--- config.mk ---
export PLATFORM = sky130hd
export DESIGN_NAME = pipe_stage_hs
export DESIGN_NICKNAME = d
export VERILOG_FILES = /design/src/rtl/pipe_stage_hs.sv
export SDC_FILE = /design/constraint.sdc
export NUM_CORES = 1
export LEC_CHECK = 0
export BUFFER_PORTS_ARGS = -buffer_cell sky130_fd_sc_hd__buf_2
export CORE_ASPECT_RATIO = 0.8
export CORE_MARGIN = 2
export CORE_UTILIZATION = 29
export CTS_BUF_LIST = sky130_fd_sc_hd__clkbuf_16
export CTS_CLUSTER_DIAMETER = 40
export DETAILED_ROUTE_END_ITERATION = 6
export SETUP_SLACK_MARGIN = 0.5
export SLEW_MARGIN = 5
export SYNTH_ARGS = -nofsm -noshare
export SYNTH_HDL_FRONTEND = slang
export SYNTH_SLANG_ARGS = --single-unit
export TNS_END_PERCENT = 20
--- constraint.sdc ---
create_clock -name clk -period 1.9 [get_ports clk]
set_input_delay 0.095 -clock clk [delete_from_list [all_inputs] [get_ports clk]]
set_output_delay 0.095 -clock clk [all_outputs]
set_load 0.005 [all_outputs]
--- src/rtl/pipe_stage_hs.sv ---
// Pipeline stage register with valid/ready handshake, synchronous flush/hold and a
// wrapping transfer counter. Define PIPE_SKID_EN for a second (skid) entry that makes in_ready a registered signal.
module pipe_stage_hs #(
    parameter int               WIDTH     = 32,
    parameter logic [WIDTH-1:0] RESET_VAL = '0,
    parameter int               CNT_W     = 16
) (
    input  logic             clk,
    input  logic             reset,
    input  logic             flush,
    input  logic             hold,
    input  logic             in_valid,
    output logic             in_ready,
    input  logic [WIDTH-1:0] in_data,
    output logic             out_valid,
    input  logic             out_ready,
    output logic [WIDTH-1:0] out_data,
    output logic [CNT_W-1:0] xfer_cnt
);

    logic             main_v_q, main_v_d;
    logic [WIDTH-1:0] main_d_q, main_d_d;
    logic [CNT_W-1:0] cnt_q, cnt_d;
    logic             accept, emit;

    assign out_valid = main_v_q && !hold;
    assign out_data  = main_d_q;
    assign xfer_cnt  = cnt_q;
    assign emit      = out_valid && out_ready;
    assign accept    = in_valid && in_ready;

    // A flush cycle never counts as a transfer, even with out_ready high.
    always_comb begin
        cnt_d = cnt_q;
        if (emit && !flush)
            cnt_d = cnt_q + CNT_W'(1);
    end

`ifdef PIPE_SKID_EN
    logic             skid_v_q, skid_v_d;
    logic [WIDTH-1:0] skid_d_q, skid_d_d;

    // Only registered state (plus hold) feeds in_ready; out_ready has no path here.
    assign in_ready = !skid_v_q && !hold;

    always_comb begin
        main_v_d = main_v_q;
        main_d_d = main_d_q;
        skid_v_d = skid_v_q;
        skid_d_d = skid_d_q;
        if (flush) begin
            main_v_d = 1'b0;
            main_d_d = RESET_VAL;
            skid_v_d = 1'b0;
            skid_d_d = RESET_VAL;
        end else if (!hold) begin
            if (emit) begin
                if (skid_v_q) begin
                    main_v_d = 1'b1;
                    main_d_d = skid_d_q;
                    skid_v_d = accept;
                    if (accept)
                        skid_d_d = in_data;
                end else if (accept) begin
                    main_v_d = 1'b1;
                    main_d_d = in_data;
                end else begin
                    main_v_d = 1'b0;
                end
            end else if (accept) begin
                // Main busy and stalled: park the new payload in the skid entry.
                if (!main_v_q) begin
                    main_v_d = 1'b1;
                    main_d_d = in_data;
                end else begin
                    skid_v_d = 1'b1;
                    skid_d_d = in_data;
                end
            end
        end
    end

    always_ff @(posedge clk or posedge reset) begin
        if (reset) begin
            skid_v_q <= 1'b0;
            skid_d_q <= RESET_VAL;
        end else begin
            skid_v_q <= skid_v_d;
            skid_d_q <= skid_d_d;
        end
    end
`else
    assign in_ready = !hold && (!main_v_q || out_ready);

    always_comb begin
        main_v_d = main_v_q;
        main_d_d = main_d_q;
        if (flush) begin
            main_v_d = 1'b0;
            main_d_d = RESET_VAL;
        end else if (!hold) begin
            if (accept) begin
                main_v_d = 1'b1;
                main_d_d = in_data;
            end else if (emit) begin
                main_v_d = 1'b0;
            end
        end
    end
`endif

    always_ff @(posedge clk or posedge reset) begin
        if (reset) begin
            main_v_q <= 1'b0;
            main_d_q <= RESET_VAL;
            cnt_q    <= '0;
        end else begin
            main_v_q <= main_v_d;
            main_d_q <= main_d_d;
            cnt_q    <= cnt_d;
        end
    end

endmodule

======== Word-level counts from Yosys, hierarchy flattened ========
Cells that the tools add are included.
word-level totals
  register bits after elaboration ......... 49
  bits of input ports ..................... 38
  output and inout bits ................... 50
  logic and storage cells ................. 25
cells by class
  add/subtract/negate cells ............... 1
  eq/ne operators ......................... 1
  multiplexer cells ....................... 7
  reduce and logical (&&, ||, !) cells .... 13
operator list
  operator                                        number
  two-way mux 32 bit                              3
  adder 16 x 1 -> 16 bit (second input constant)  1
  logical AND 1 bit                               5
  two-way mux 1 bit                               4
  AND reduction 2 bit                             2
  logical NOT 1 bit                               3
  nonzero test 3 bit                              1
  != test 2 bit (second input constant)           1
  nonzero test 2 bit                              1
  logical OR 1 bit                                1

======== Longest topological paths before layout ========
Gate-level depths: netlist (run 1).
  depth after elaboration ................. 7
  gate-level depth with buffers ........... 6
  gate-level depth less buffers ........... 4

======== Worst setup path before layout (run 1) ========
OpenSTA, ideal clock, no wires.
  kind .................................... reg-to-reg
  start point ............................. register cnt_q[3], in the netlist xfer_cnt[3]
  end point ............................... register cnt_q[15], in the netlist xfer_cnt[15]
  library setup time ...................... 0.123 ns
  arrival ................................. 1.229 ns
  data required time ...................... 1.777 ns
  setup slack ............................. 0.548 ns
  cell stages (with the launch flop) ...... 5
  buffers on the path ..................... 0
  clock period less this slack ............ 1.352 ns
  cells stage by stage .................... dfrtp_1 > nand4_1 > nor3_2 > nand4_1 > xnor2_1
on the way
  longest elaborated chain between the ends .. 1
RTL lines
  element                 RTL line  source
  from (decl)             23        logic [CNT_W-1:0] cnt_q, cnt_d;
  from (signal assigned)  120       cnt_q <= cnt_d;
  adder 16 x 1 -> 16 bit  36        cnt_d = cnt_q + CNT_W'(1);
Every way passes these cells.
A chain may end at the register's enable or synchronous reset.

======== Final worst setup path (run 1) ========
  start point ............................. register main_v_q
  end point ............................... register cnt_q[6], in the netlist xfer_cnt[6]
on the way
  longest elaborated chain between the ends .. 3
RTL lines
  element                 RTL line  source
  from (decl)             21        logic main_v_q, main_v_d;
  from (signal assigned)  118       main_v_q <= main_v_d;
  logical AND 1 bit       26        assign out_valid = main_v_q && !hold;
  logical AND 1 bit       29        assign emit = out_valid && out_ready;
  logical AND 1 bit       35        if (emit && !flush)
Every way passes these cells.

==> qor.csv, run 1 <==
metric,value,unit
numCtsBuffers,5,
area_growth,35.7,%
die_height,79.4,um
path_clk_slew,60,ps
yosysMostFrequentCell,nand2_1,
routed-via-count,1700,
grt-ovfl-total,0,
drc,0,
drtAntennaViolNets,0,
fin_crit_sh,0.699,
drive_above_1_share,0.383,
netlist_instances,209,
die-width,98.2,um
critPathLaunchType,register,
p_per_area,801,nW/um^2
syn_area_per_cell,9.85,sq um
cts_sinks,49,
fin_nets,336,
syn-num-nets,248,
num_rows,27,
root_buffer,clkbuf_16,
outcome,"finished, final reports clean",
required,2060,ps
peakVddDrop,468,uV
r2r-end,xfer_cnt[6]$_DFFE_PP0P_,
drt_iter0_markers,63,
via_per_inst,4.42,
ctsHtreeMaxLevel,2,
firstDrtPassIters,4,
rr_startpoint,main_v_q$_DFFE_PP0P_,
arrival,1490,ps
cp-startpoint,main_v_q$_DFFE_PP0P_,
netlist_top_cells_count,"70 x nand2_1, 49 x dfrtp_1, 33 x a21oi_1",
max_freq,753,MHz
hold_path_class,input pin to register,
max-slew-margin-rel,0.755,
maxCapViolCount,0,
path_class,register to register,
rrSetupSlack,570,ps
synth.distinct_cells,25,
cp-end-kind,register,
min_period,1330,ps
r2r_cells,4,
ys.warnings.count,0,
fin_setup_tns,0,ps
seq_area_frac_synth,0.595,
async_flop_share,1.00,
core_region_area,6890,sq um
whs_path_depth,3,
ioPinCount,88,
power.leakage,1.46,nW
initial_core_util,0.299,
grt_max_degree,50,
clock_latency,280,ps
synth_area_leader_cell,dfrtp_1,
wl_per_cell,12.9,um
dp_hpwl,3.52,mm
rsz0062_at_grt,yes,
synthFlopType,dfrtp_1,
diodes,0,
ys_ff_latch,49,
endpoint,xfer_cnt[6]$_DFFE_PP0P_,
routed_wl,4.96,mm
clock_path_buffers,2,
fin_hold_ws,42.6,ps
synth.top_cell.area_share,0.595,
finClkSkew,3.77,ps
die_area,7800,sq um
groute.usage.overall,0.133,
grt_pass1_wl,8.36,mm
path_max_fanout,6,
setup_viol,0,
syn_area,2060,sq um
max_slew.worst_pin.slew,368,ps
cts_tree,done,
antenna_found_initial,0,
gp_congestion,0.703,
synth_edf_count,0,
grt_pass1_vias,1722,
synth_area_leaders,"dfrtp_1 60%, nand2_1 13%, a21oi_1 8.0%",
hold_viol_final,0,
drv_slew,0,
portBuffers,87,
[worst max-delay path, stage by stage (launching register included)]
cell	delay (ps)
dfrtp_1	380
and4bb_4	300
and3_4	260
nand4_4	120
xnor2_2	150
[placed cells by master (no fill, tap or decap), types with 2 or more instances in the layout]
| cell | instances |
|---|---|
| xor2_1 | 3 |
| nor2_1 | 4 |
| nand2_1 | 70 |
| nor3_2 | 2 |
| buf_2 | 87 |
| xnor2_1 | 11 |
| dfrtp_1 | 46 |
| a21oi_1 | 33 |
| buf_4 | 2 |
| inv_1 | 3 |
| dfrtp_2 | 3 |
| nand4_1 | 3 |
| nand3_1 | 5 |
| clkinv_2 | 2 |
| buf_12 | 3 |
| clkbuf_16 | 5 |
[sequential cells by signal, indices dropped and copies added (netlist names)]
signal / cells
main_v_q: 1
xfer_cnt: 16
out_data: 32
[final cells by class]
type | count | area, sq um
Inverter | 3 | 11.3
Tap cell | 87 | 109
Timing Repair Buffer | 93 | 520
Fill cell | 732 | 4100
Sequential cell | 49 | 1230
Clock buffer | 5 | 125
Multi-Input combinational cell | 145 | 786
Clock inverter | 3 | 13.8
[cell families (layout without fill, tap and decap cells)]
family / Yosys count / after routing / share of synthesized area
and+or+nand+nor: 94 / 94 / 0.211
DFF: 49 / 49 / 0.595
AOI/OAI and AO/OA: 34 / 34 / 0.0826
xor gates and xnor gates: 15 / 15 / 0.0674
buffers and inverters: 15 / 104 / 0.0316
adders and majority gates: 1 / 1 / 0.00607
muxes: 1 / 1 / 0.00547
[report_power, final]
group / leakage, nW / internal, mW / switching (mW)
registers: 0.665 / 1.10 / 0.0537
logic: 0.720 / 0.123 / 0.129
clock network: 0.0748 / 0.478 / 0.357
[per-stage QoR]
stage,cell area [sq um],total power [mW],util,setup slack (ps),cells
global placement,2620,1.42,0.380,473,375
finish,2800,2.24,0.406,573,385
CTS,2780,2.28,0.403,443,385
detailed placement,2620,1.42,0.380,410,375
global route,2800,2.37,0.406,467,385
floorplan,2060,1.28,-,548,209
[metal layers]
| layer | track usage | share of wire |
|---|---|---|
| met1 | 0.179 | 0.49 |
| met2 | 0.214 | 0.45 |
| met3 | 0.0385 | 0.059 |
| met4 | 0.0315 | 0.0048 |
| met5 | 0 | 0 |
[worst min-delay path by stage]
stage / from / slack, ps / endpoint
after detailed placement: reset / 160 / xfer_cnt[6]$_DFFE_PP0P_
final: in_data[31] / 40 / out_data[31]$_DFFE_PP0P_
after global routing: in_data[4] / 40 / out_data[4]$_DFFE_PP0P_
after global placement: reset / 160 / xfer_cnt[6]$_DFFE_PP0P_
after floorplan: hold / 220 / out_valid
after CTS: in_data[18] / 40 / out_data[18]$_DFFE_PP0P_
[what timing repair did]
| action | CTS | global route |
|---|---|---|
| hold buffers | 1 | 0 |
| setup endpoints to repair | 9 | 40 |
| gates resized for setup | 0 | 9 |
| pin swaps | 1 | 3 |
| endpoints found under the hold margin | 49 | 0 |
| setup buffers | 1 | 0 |
Note: power is estimated with default switching activity, not from simulation.
==> run 2: changes to the inputs <==
==> constraint.sdc (replaced) <==
create_clock -name clk -period 1.2 [get_ports clk]
set_input_delay 0.06 -clock clk [delete_from_list [all_inputs] [get_ports clk]]
set_output_delay 0.06 -clock clk [all_outputs]
set_load 0.005 [all_outputs]
==> run 2 against run 1 <==
Effect of this change:
- the run now ends with negative hold slack, negative setup slack left
- cell count rose by 7.3%
- die area stayed put
- utilization up 7.4 points
- critical path depth up 2
- combinational power increased to 2.6 times the previous value
==> qor.csv, run 2 (synthesis gave the netlist of run 1 again) <==
metric,value,unit,change
max_slew.worst_pin.slew,471,ps,+103 ps
setup_viol,44,,+44
antenna_found_initial,0,,unchanged
outcome,"finished, violations left",,
maxCapViolCount,0,,unchanged
fin_hold_ws,-208,ps,-250 ps
final_cell_mix,"80 x buf_2, 57 x nand2_1, 45 x dfrtp_1",,
via_per_inst,4.49,,+1.6%
max_freq,794,MHz,+5.4%
die_height,79.4,um,unchanged
routed_wl,5.55,mm,+12%
postLayoutCellArea,3300,sq um,+18%
hold_viol_final,16,,+16
finClkSkew,4.51,ps,+0.739 ps
violations,"negative hold slack, negative setup slack",,
num_rows,27,,unchanged
numCtsBuffers,5,,unchanged
portBuffers,87,,unchanged
critPathLaunchType,register,,
die-width,98.2,um,unchanged
path_clk_slew,70,ps,about the same
ctsHtreeMaxLevel,2,,unchanged
drtAntennaViolNets,0,,unchanged
dp_hpwl,3.62,mm,+2.6%
fin_nets,364,,+8.3%
cp-end-kind,register,,
diodes,0,,unchanged
instances_no_fill,413,,+7.3%
place_area,2770,sq um,+5.9%
dp.cells,393,,+4.8%
rsz0062_at_grt,yes,,
power.leakage,1.68,nW,+15%
clock_latency,280,ps,about the same
fin_setup_tns,-1680,ps,-1680 ps
path_class,register to register,,
grt_pass1_wl,9.00,mm,+7.6%
initial_core_util,0.299,,unchanged
max-slew-margin-rel,0.685,,-0.0693
area_growth,60.4,%,
grt_max_degree,34,,-32%
multiInputGateArea,901,sq um,+15%
core_region_area,6890,sq um,unchanged
drv_slew,0,,unchanged
arrival,1470,ps,-20 ps
hold_path_class,input pin to asynchronous set/reset pin,,
routed-via-count,1853,,+9.0%
setup_ws,-59.6,ps,-632 ps
r2r_cells,6,,+2
die_area,7800,sq um,unchanged
root_buffer,clkbuf_16,,
gp_congestion,0.759,,+8.0%
clock_path_buffers,2,,unchanged
register_area,1230,sq um,+0.10%
ioPinCount,88,,unchanged
grt_pass1_vias,1783,,+3.5%
p_per_area,1160,nW/um^2,+45%
p_total,3.82,mW,+71%
largest_reg_flops,32,,unchanged
firstDrtPassIters,4,,unchanged
drive_above_1_share,0.515,,+0.133
fillers,676,,-7.7%
cts_tree,done,,
drc,0,,unchanged
groute.usage.overall,0.145,,+0.0124
path_max_fanout,7,,+1
grt-ovfl-total,0,,unchanged
cts_sinks,49,,unchanged
fin_crit_sh,1.05,,+0.351
min_period,1260,ps,-67.8 ps
drt_iter0_markers,55,,-13%
wl_per_cell,13.4,um,+4.4%
required,1410,ps,-650 ps
final_common_cell,buf_2,,
peakVddDrop,733,uV,+57%
## run 2: cell count changes in the layout (fill, tap and decap cells not counted), sizes merged
cell and change:
clkbuf +1, buf +28, inv -2, dlygate4sd3 -1
clkinvlp +1, clkinv +1
## run 2: cell type report
class                           instances  share of cell area
Tap cell                               87              0.0329
Clock inverter                          3             0.00379
Timing Repair Buffer                  121               0.276
Clock buffer                            5              0.0379
Sequential cell                        49               0.373
Inverter                                3             0.00454
Multi-Input combinational cell        145               0.273
## run 2: through the flow
stage          hold WS, ps  utilization  setup slack (ps)
2_1_floorplan         95.9            -             -54.8
3_3_place_gp           105        0.403             -66.3
3_5_place_dp           111        0.403              -104
4_1_cts               -195        0.458             -43.9
5_1_grt               -173        0.479              -131
6_report              -208        0.479             -59.6
## run 2: power by group
group,internal [mW],switching [mW]
clock,0.755,0.579
combinational,0.380,0.284
sequential,1.74,0.0832
total,2.88,0.947
## run 2: worst paths after layout
check | slack (ps) | end | from
min in group clk | 10 | out_data[30]$_DFFE_PP0P_ | in_data[30]
min reg2reg | 480 | xfer_cnt[15]$_DFFE_PP0P_ | xfer_cnt[15]$_DFFE_PP0P_
min | -210 | xfer_cnt[8]$_DFFE_PP0P_ | reset
max in group asynchronous | 920 | xfer_cnt[3]$_DFFE_PP0P_ | reset
max | -60 | out_data[2]$_DFFE_PP0P_ | main_v_q$_DFFE_PP0P_
max reg2reg | -60 | out_data[2]$_DFFE_PP0P_ | main_v_q$_DFFE_PP0P_
## run 2: metal layers
metal,track usage,up-vias,share of wire
met2,0.236,50,0.48
li1,-,915,-
met1,0.200,886,0.46
met3,0.0315,2,0.050
met5,0,-,0
met4,0.0370,0,0.0043
## run 2: what timing repair did
| action | CTS | global route |
|---|---|---|
| buffers inserted | 6 | 2 |
| endpoints found under the setup margin | 99 | 99 |
| endpoints found under the hold margin | 16 | 16 |
| pin swaps | 10 | 24 |
| gates cloned | 3 | 1 |
| resized for setup | 26 | 30 |
## run 2: critical path, stage by stage (launching register included)
cell	delay (ps)
dfrtp_1	390
nor2b_4	150
nor2_4	190
buf_6	150
clkbuf_16	140
nand2_1	50
a21oi_1	110
